### src/rtl/state_readout_unit.sv
// Readout end of the state-vector datapath: turns streamed Q1.15 amplitudes into probabilities,
// tracks the most probable basis state and the vector norm. READOUT_PROB_STREAM_EN adds a per-beat probability stream.
module state_readout_unit #(
    parameter int unsigned N_QUBITS = 3,
    parameter int unsigned NORM_TOL = 64
) (
    input  logic                  clk,
    input  logic                  rst,
    input  logic                  start,
    input  logic                  in_valid,
    output logic                  in_ready,
    input  logic [31:0]           in_amp,
    input  logic                  in_last,
    output logic                  busy,
    output logic                  done,
    output logic [N_QUBITS-1:0]   outcome,
    output logic [15:0]           max_prob,
    output logic [15:0]           norm_q15,
    output logic                  norm_ok,
    output logic                  err_len
`ifdef READOUT_PROB_STREAM_EN
    ,
    output logic                  prob_valid,
    input  logic                  prob_ready,
    output logic [16+N_QUBITS-1:0] prob_data
`endif
);

    localparam int unsigned ACC_W = 31 + N_QUBITS;
    localparam logic [N_QUBITS-1:0] LAST_IDX = '1;

    typedef enum logic [1:0] {
        S_IDLE,
        S_ACCUM,
        S_DRAIN,
        S_DONE
    } state_t;

    state_t               state_q, state_d;
    logic [N_QUBITS-1:0]  cnt_q, cnt_d;
    logic                 s1_valid_q, s1_valid_d;
    logic [30:0]          s1_sq_q, s1_sq_d;
    logic [N_QUBITS-1:0]  s1_idx_q, s1_idx_d;
    logic [ACC_W-1:0]     acc_q, acc_d;
    logic [15:0]          max_q, max_d;
    logic [N_QUBITS-1:0]  idx_q, idx_d;
    logic                 err_pend_q, err_pend_d;
    logic                 busy_q, busy_d;
    logic                 done_q, done_d;
    logic [N_QUBITS-1:0]  outcome_q, outcome_d;
    logic [15:0]          max_prob_q, max_prob_d;
    logic [15:0]          norm_q, norm_d;
    logic                 norm_ok_q, norm_ok_d;
    logic                 err_len_q, err_len_d;
`ifdef READOUT_PROB_STREAM_EN
    logic                 prob_valid_q, prob_valid_d;
    logic [16+N_QUBITS-1:0] prob_data_q, prob_data_d;
`endif

    logic signed [15:0]   re, im;
    logic signed [31:0]   re_sq, im_sq;
    logic [31:0]          sq_sum;
    logic [30:0]          sq_sat;
    logic [15:0]          s2_p;
    logic [15+N_QUBITS:0] norm_full;
    logic [15:0]          norm_sat;
    logic                 advance, fire, stage2, pipe_empty;

    always_comb begin
        re     = in_amp[31:16];
        im     = in_amp[15:0];
        re_sq  = re * re;
        im_sq  = im * im;
        // Each square is at most 2^30; only (-32768,-32768) reaches 2^31, so clamp instead of wrapping.
        sq_sum = $unsigned(re_sq) + $unsigned(im_sq);
        sq_sat = sq_sum[31] ? '1 : sq_sum[30:0];
        s2_p   = s1_sq_q[30] ? 16'h7fff : {1'b0, s1_sq_q[29:15]};

        norm_full = acc_q[ACC_W-1:15];
        norm_sat  = (|norm_full[15+N_QUBITS:15]) ? 16'h7fff : norm_full[15:0];

`ifdef READOUT_PROB_STREAM_EN
        advance    = ~prob_valid_q | prob_ready;
        pipe_empty = ~s1_valid_q & advance;
`else
        advance    = 1'b1;
        pipe_empty = ~s1_valid_q;
`endif
        in_ready = (state_q == S_ACCUM) & advance;
        fire     = in_valid & in_ready;
        stage2   = s1_valid_q & advance;
    end

    always_comb begin
        state_d    = state_q;
        cnt_d      = cnt_q;
        s1_valid_d = s1_valid_q;
        s1_sq_d    = s1_sq_q;
        s1_idx_d   = s1_idx_q;
        acc_d      = acc_q;
        max_d      = max_q;
        idx_d      = idx_q;
        err_pend_d = err_pend_q;
        outcome_d  = outcome_q;
        max_prob_d = max_prob_q;
        norm_d     = norm_q;
        norm_ok_d  = norm_ok_q;
        err_len_d  = err_len_q;
`ifdef READOUT_PROB_STREAM_EN
        prob_valid_d = prob_valid_q;
        prob_data_d  = prob_data_q;
        if (advance) begin
            prob_valid_d = s1_valid_q;
            prob_data_d  = {s1_idx_q, s2_p};
        end
`endif

        // The whole pipe moves together so a stalled skid register also holds stage 1.
        if (advance) begin
            s1_valid_d = fire;
            s1_sq_d    = sq_sat;
            s1_idx_d   = cnt_q;
        end

        if (stage2) begin
            acc_d = acc_q + ACC_W'(s1_sq_q);
            if (s2_p > max_q) begin
                max_d = s2_p;
                idx_d = s1_idx_q;
            end
        end

        case (state_q)
            S_IDLE: begin
                if (start) begin
                    state_d    = S_ACCUM;
                    cnt_d      = '0;
                    acc_d      = '0;
                    max_d      = '0;
                    idx_d      = '0;
                    err_pend_d = 1'b0;
                    outcome_d  = '0;
                    max_prob_d = '0;
                    norm_d     = '0;
                    norm_ok_d  = 1'b0;
                    err_len_d  = 1'b0;
                end
            end
            S_ACCUM: begin
                if (fire) begin
                    cnt_d = cnt_q + 1'b1;
                    if (in_last || (cnt_q == LAST_IDX)) begin
                        state_d    = S_DRAIN;
                        err_pend_d = ~(in_last && (cnt_q == LAST_IDX));
                    end
                end
            end
            S_DRAIN: begin
                if (pipe_empty) begin
                    state_d    = S_DONE;
                    outcome_d  = idx_q;
                    max_prob_d = max_q;
                    norm_d     = norm_sat;
                    norm_ok_d  = (16'h7fff - norm_sat) <= 16'(NORM_TOL);
                    err_len_d  = err_pend_q;
                end
            end
            S_DONE: begin
                state_d = S_IDLE;
            end
            default: begin
                state_d = S_IDLE;
            end
        endcase

        busy_d = (state_d != S_IDLE);
        done_d = (state_d == S_DONE);
    end

    always_ff @(posedge clk) begin
        if (rst) begin
            state_q    <= S_IDLE;
            cnt_q      <= '0;
            s1_valid_q <= 1'b0;
            s1_sq_q    <= '0;
            s1_idx_q   <= '0;
            acc_q      <= '0;
            max_q      <= '0;
            idx_q      <= '0;
            err_pend_q <= 1'b0;
            busy_q     <= 1'b0;
            done_q     <= 1'b0;
            outcome_q  <= '0;
            max_prob_q <= '0;
            norm_q     <= '0;
            norm_ok_q  <= 1'b0;
            err_len_q  <= 1'b0;
`ifdef READOUT_PROB_STREAM_EN
            prob_valid_q <= 1'b0;
            prob_data_q  <= '0;
`endif
        end else begin
            state_q    <= state_d;
            cnt_q      <= cnt_d;
            s1_valid_q <= s1_valid_d;
            s1_sq_q    <= s1_sq_d;
            s1_idx_q   <= s1_idx_d;
            acc_q      <= acc_d;
            max_q      <= max_d;
            idx_q      <= idx_d;
            err_pend_q <= err_pend_d;
            busy_q     <= busy_d;
            done_q     <= done_d;
            outcome_q  <= outcome_d;
            max_prob_q <= max_prob_d;
            norm_q     <= norm_d;
            norm_ok_q  <= norm_ok_d;
            err_len_q  <= err_len_d;
`ifdef READOUT_PROB_STREAM_EN
            prob_valid_q <= prob_valid_d;
            prob_data_q  <= prob_data_d;
`endif
        end
    end

    assign busy     = busy_q;
    assign done     = done_q;
    assign outcome  = outcome_q;
    assign max_prob = max_prob_q;
    assign norm_q15 = norm_q;
    assign norm_ok  = norm_ok_q;
    assign err_len  = err_len_q;
`ifdef READOUT_PROB_STREAM_EN
    assign prob_valid = prob_valid_q;
    assign prob_data  = prob_data_q;
`endif

endmodule
### config.mk
export PLATFORM = sky130hd
export DESIGN_NAME = state_readout_unit
export DESIGN_NICKNAME = d
export VERILOG_FILES = /design/src/rtl/state_readout_unit.sv
export SDC_FILE = /design/constraint.sdc
export NUM_CORES = 2
export LEC_CHECK = 0
export BUFFER_PORTS_ARGS = -buffer_cell sky130_fd_sc_hd__buf_2
export CAP_MARGIN = 30
export CORE_ASPECT_RATIO = 1.1
export CORE_MARGIN = 2
export CORE_UTILIZATION = 50
export DETAILED_ROUTE_END_ITERATION = 12
export GPL_ROUTABILITY_DRIVEN = 0
export PLACE_DENSITY = 0.69
export RECOVER_POWER = 25
export SLEW_MARGIN = 20
export SYNTH_ARGS = -nofsm -noshare
export SYNTH_HDL_FRONTEND = slang
export SYNTH_SLANG_ARGS = --single-unit
### constraint.sdc
create_clock -name clk -period 7.7 [get_ports clk]
set_input_delay 0.385 -clock clk [delete_from_list [all_inputs] [get_ports clk]]
set_output_delay 0.385 -clock clk [all_outputs]
set_load 0.01 [all_outputs]
==> flow_summary_export.csv <==
group,metric,value,unit
outcome,status,"finished, final reports clean",
drt,drt_wl_total,54600,um
clocking,htreeDepth,4,
drt,avgRoutedWirePerCell,16.5,um
critical_path,setup.worst_path.start,"in_amp[30]",
clocking,cts_buffers,17,
place,io_buffers,76,
worst_hold_path,holdPathEnd,"s1_valid_q",
worst_hold_path,hold_class,"in2reg",
critical_path,worstPathMaxFanout,31,
flow_run,cap_violations,0,
timing,finalMaxSlewViolations,0,
floorplan,die_area,0.0503,sq mm
synthesis,ys_warn_count,0,
clocking,cts_resized,0,
final_layout,design_area,0.0261,sq mm
global_route,grt_pass1_wl,93800,um
critical_path,arrival,7.53,ns
floorplan,chipWidth,214,um
synthesis,synth_ff_type,"dfxtp_1",
critical_path,crit_required,8.00,ns
synthesis,synth_edf_count,0,
place,place_inst,3284,
timing,finalCritPeriodShare,0.939,
final_layout,mostFrequentLayoutCells,"inv_1, fa_1, ha_1, nand2_1, dfxtp_1",
timing,finalHoldViolCount,0,
clocking,cts_sinks,133,
final_layout,regArea,0.00266,sq mm
floorplan,die_h,235,um
drt,drt-initial-drc-count,943,
synthesis,synthArstFlopShare,0,
clocking,clk_pin_slew,0.06,ns
drt,drc_errors,0,
worst_hold_path,whs_path_depth,2,
global_route,grt.overflow.total,0,
timing,max_freq,138,MHz
clocking,cts_root_buf,"clkbuf_16",
floorplan,fp.coreArea,0.0479,sq mm
timing,slew_headroom,0.243,
global_route,grt_pass1_vias,18700,
drt,drtPass1Iterations,5,
final_layout,fill_cells,4294,
floorplan,io_pins,77,
timing,worst_pin_slew,1.13,ns
final_layout,layout_commonest_cell,"inv_1",
floorplan,std_cell_rows,84,
global_route,antenna_found_initial,0,
clocking,cts_tree,"yes",
synthesis,ys_types,70,
final_layout,instances_no_fill,3317,
place,placed_cell_area,0.0256,sq mm
critical_path,regToRegSetupSlack,4.66,ns
clocking,worstSkewPairLatency,0.43,ns
drt,via_per_inst,5.18,
timing,hold_ws,0.275,ns
critical_path,rr_endpoint,"max_q[5]",
critical_path,critPathCaptureType,"flip-flop",
drt,antenna_left,0,
final_layout,final_core_util,0.545,
final_layout,syn2layout_area_growth,7.66,%
timing,rsz0062_at_grt,"false",
synthesis,synth_cells,2597,
critical_path,start_kind,"input port",
place,hpwl,47900,um
synthesis,synth_seq_area_share,0.110,
critical_path,path_class,"in2reg",
synthesis,syn_area_per_cell,9.35,sq um
synthesis,ys_ff_latch,133,
final_layout,multiInputGateArea,0.0188,sq mm
drt,vias,17200,
global_route,grt_use_total,0.228,
synthesis,syn_area,0.0243,sq mm
final_layout,nets,3414,
global_route,grt_start_max_net_pins,83,
critical_path,r2r_cells,11,
final_layout,final_layout_size_suffix_gt1_frac,0.0741,
critical_path,r2r_start,"s1_sq_q[30]",
timing,min_period,7.23,ns
worst_hold_path,min_from,"in_valid",
final_layout,num_antenna_cells,0,
clocking,post_cts_buffers,0,
synthesis,syn-num-nets,3352,
timing,setup_viol,0,
timing,clock_skew,0.0101,ns
floorplan,initial_core_util,0.506,
clocking,cts.hold.buffers_added,0,
clocking,clk_path_buf_depth,2,
## worst max-delay path, cell delays in order
cell	delay, ns
buf_2	0.26
inv_1	0.22
nor2_1	0.39
fa_1	0.51
fa_1	0.43
fa_1	0.55
inv_1	0.06
fa_1	0.50
inv_1	0.05
fa_1	0.48
fa_1	0.46
fa_1	0.51
inv_1	0.05
fa_1	0.52
inv_1	0.06
ha_1	0.23
a2111oi_4	0.36
a31oi_1	0.16
a221o_1	0.32
a31o_4	0.22
a211oi_4	0.31
xnor2_4	0.16
buf_12	0.23
a21oi_1	0.09
## how the worst max path moves through the flow
stage / end / slack [ns] / cells past startpoint
2_1_floorplan: s1_sq_q[28] / 0.11 / 26
5_1_grt: s1_sq_q[0] / 0.12 / 24
4_1_cts: s1_sq_q[28] / 0.40 / 24
3_3_place_gp: s1_sq_q[0] / 0.03 / 24
3_5_place_dp: s1_sq_q[28] / -0.06 / 24
6_report: s1_sq_q[0] / 0.47 / 24
## routing by layer
metal / routed length, um / global-route usage / share of wire / vias to the layer above
met3: 2550 / 0.0287 / 0.047 / 80
met1: 23200 / 0.294 / 0.42 / 8613
met5: 0 / 0 / 0 / -
met2: 27200 / 0.402 / 0.50 / 465
li1: - / - / - / 8030
met4: 1680 / 0.0690 / 0.031 / 0
## flip-flops by register name (all words and copies together), names as in the netlist, 2 cells and up
name / cells
s1_sq_q: 31
acc_q: 34
cnt_q: 3
max_q: 16
s1_idx_q: 3
outcome: 3
state_q: 2
norm_q15: 16
max_prob: 16
idx_q: 3
## final cells by class
type                       instances  area share
timing repair buffer             134      0.0324
sequential                       133       0.102
clock inverter                    15     0.00527
multi-input combinational       1712       0.718
tap                              645      0.0309
inverter                         661      0.0950
clock buffer                      17      0.0163
## cell usage after synthesis (3+ instances only)
master | instances | area [sq um]
inv_1 | 659 | 2470
fa_1 | 521 | 10400
ha_1 | 197 | 2460
nand2_1 | 189 | 709
dfxtp_1 | 133 | 2660
nor2_1 | 107 | 402
a21oi_1 | 100 | 500
and2_1 | 89 | 557
clkbuf_1 | 80 | 300
xnor2_1 | 57 | 499
nor3_1 | 50 | 250
o21ai_0 | 33 | 165
a21o_1 | 32 | 240
nand3_1 | 32 | 160
a21oi_2 | 29 | 254
nor2b_1 | 25 | 156
or2_2 | 24 | 150
xor2_1 | 23 | 201
a22oi_1 | 18 | 135
mux2i_1 | 18 | 180
o21ai_1 | 16 | 80.1
a31oi_1 | 14 | 87.6
nand4_1 | 12 | 75.1
o21a_1 | 12 | 90.1
o211ai_1 | 11 | 82.6
nand2b_1 | 10 | 62.6
and3_1 | 9 | 56.3
a211oi_1 | 7 | 52.6
buf_1 | 6 | 22.5
o21bai_1 | 6 | 45.0
a221oi_1 | 4 | 35.0
a31o_2 | 4 | 35.0
buf_6 | 4 | 45.0
nor3b_1 | 4 | 30.0
nor4_1 | 4 | 25.0
or3_1 | 4 | 25.0
a221o_1 | 3 | 30.0
a311oi_1 | 3 | 26.3
and4_1 | 3 | 26.3
nand3b_1 | 3 | 22.5
o22ai_1 | 3 | 18.8
o41ai_1 | 3 | 26.3
or2_1 | 3 | 18.8
## through the flow
step	setup TNS, ns	setup slack, ns
after floorplan	0	0.111
after global placement	0	0.0346
after detailed placement	-1.01	-0.0626
after CTS	0	0.397
after global routing	0	0.117
final	0	0.472
## logic make-up (layout without fill, tap and decap cells)
family / Yosys count / count (layout) / share of synthesized area
AO/OA/AOI/OAI: 319 / 319 / 0.0892
XOR/XNOR: 81 / 81 / 0.0295
adder cells (fa/ha/maj): 718 / 718 / 0.531
buffers and inverters: 752 / 827 / 0.118
flip-flops: 133 / 133 / 0.110
multiplexers: 20 / 20 / 0.00835
other: 1 / 1 / 0.000155
AND/OR/NAND/NOR: 573 / 573 / 0.114
Power is left out: the tool's default activity adds up to more than one toggle a clock period on the data nets, which glitch-free logic cannot reach.
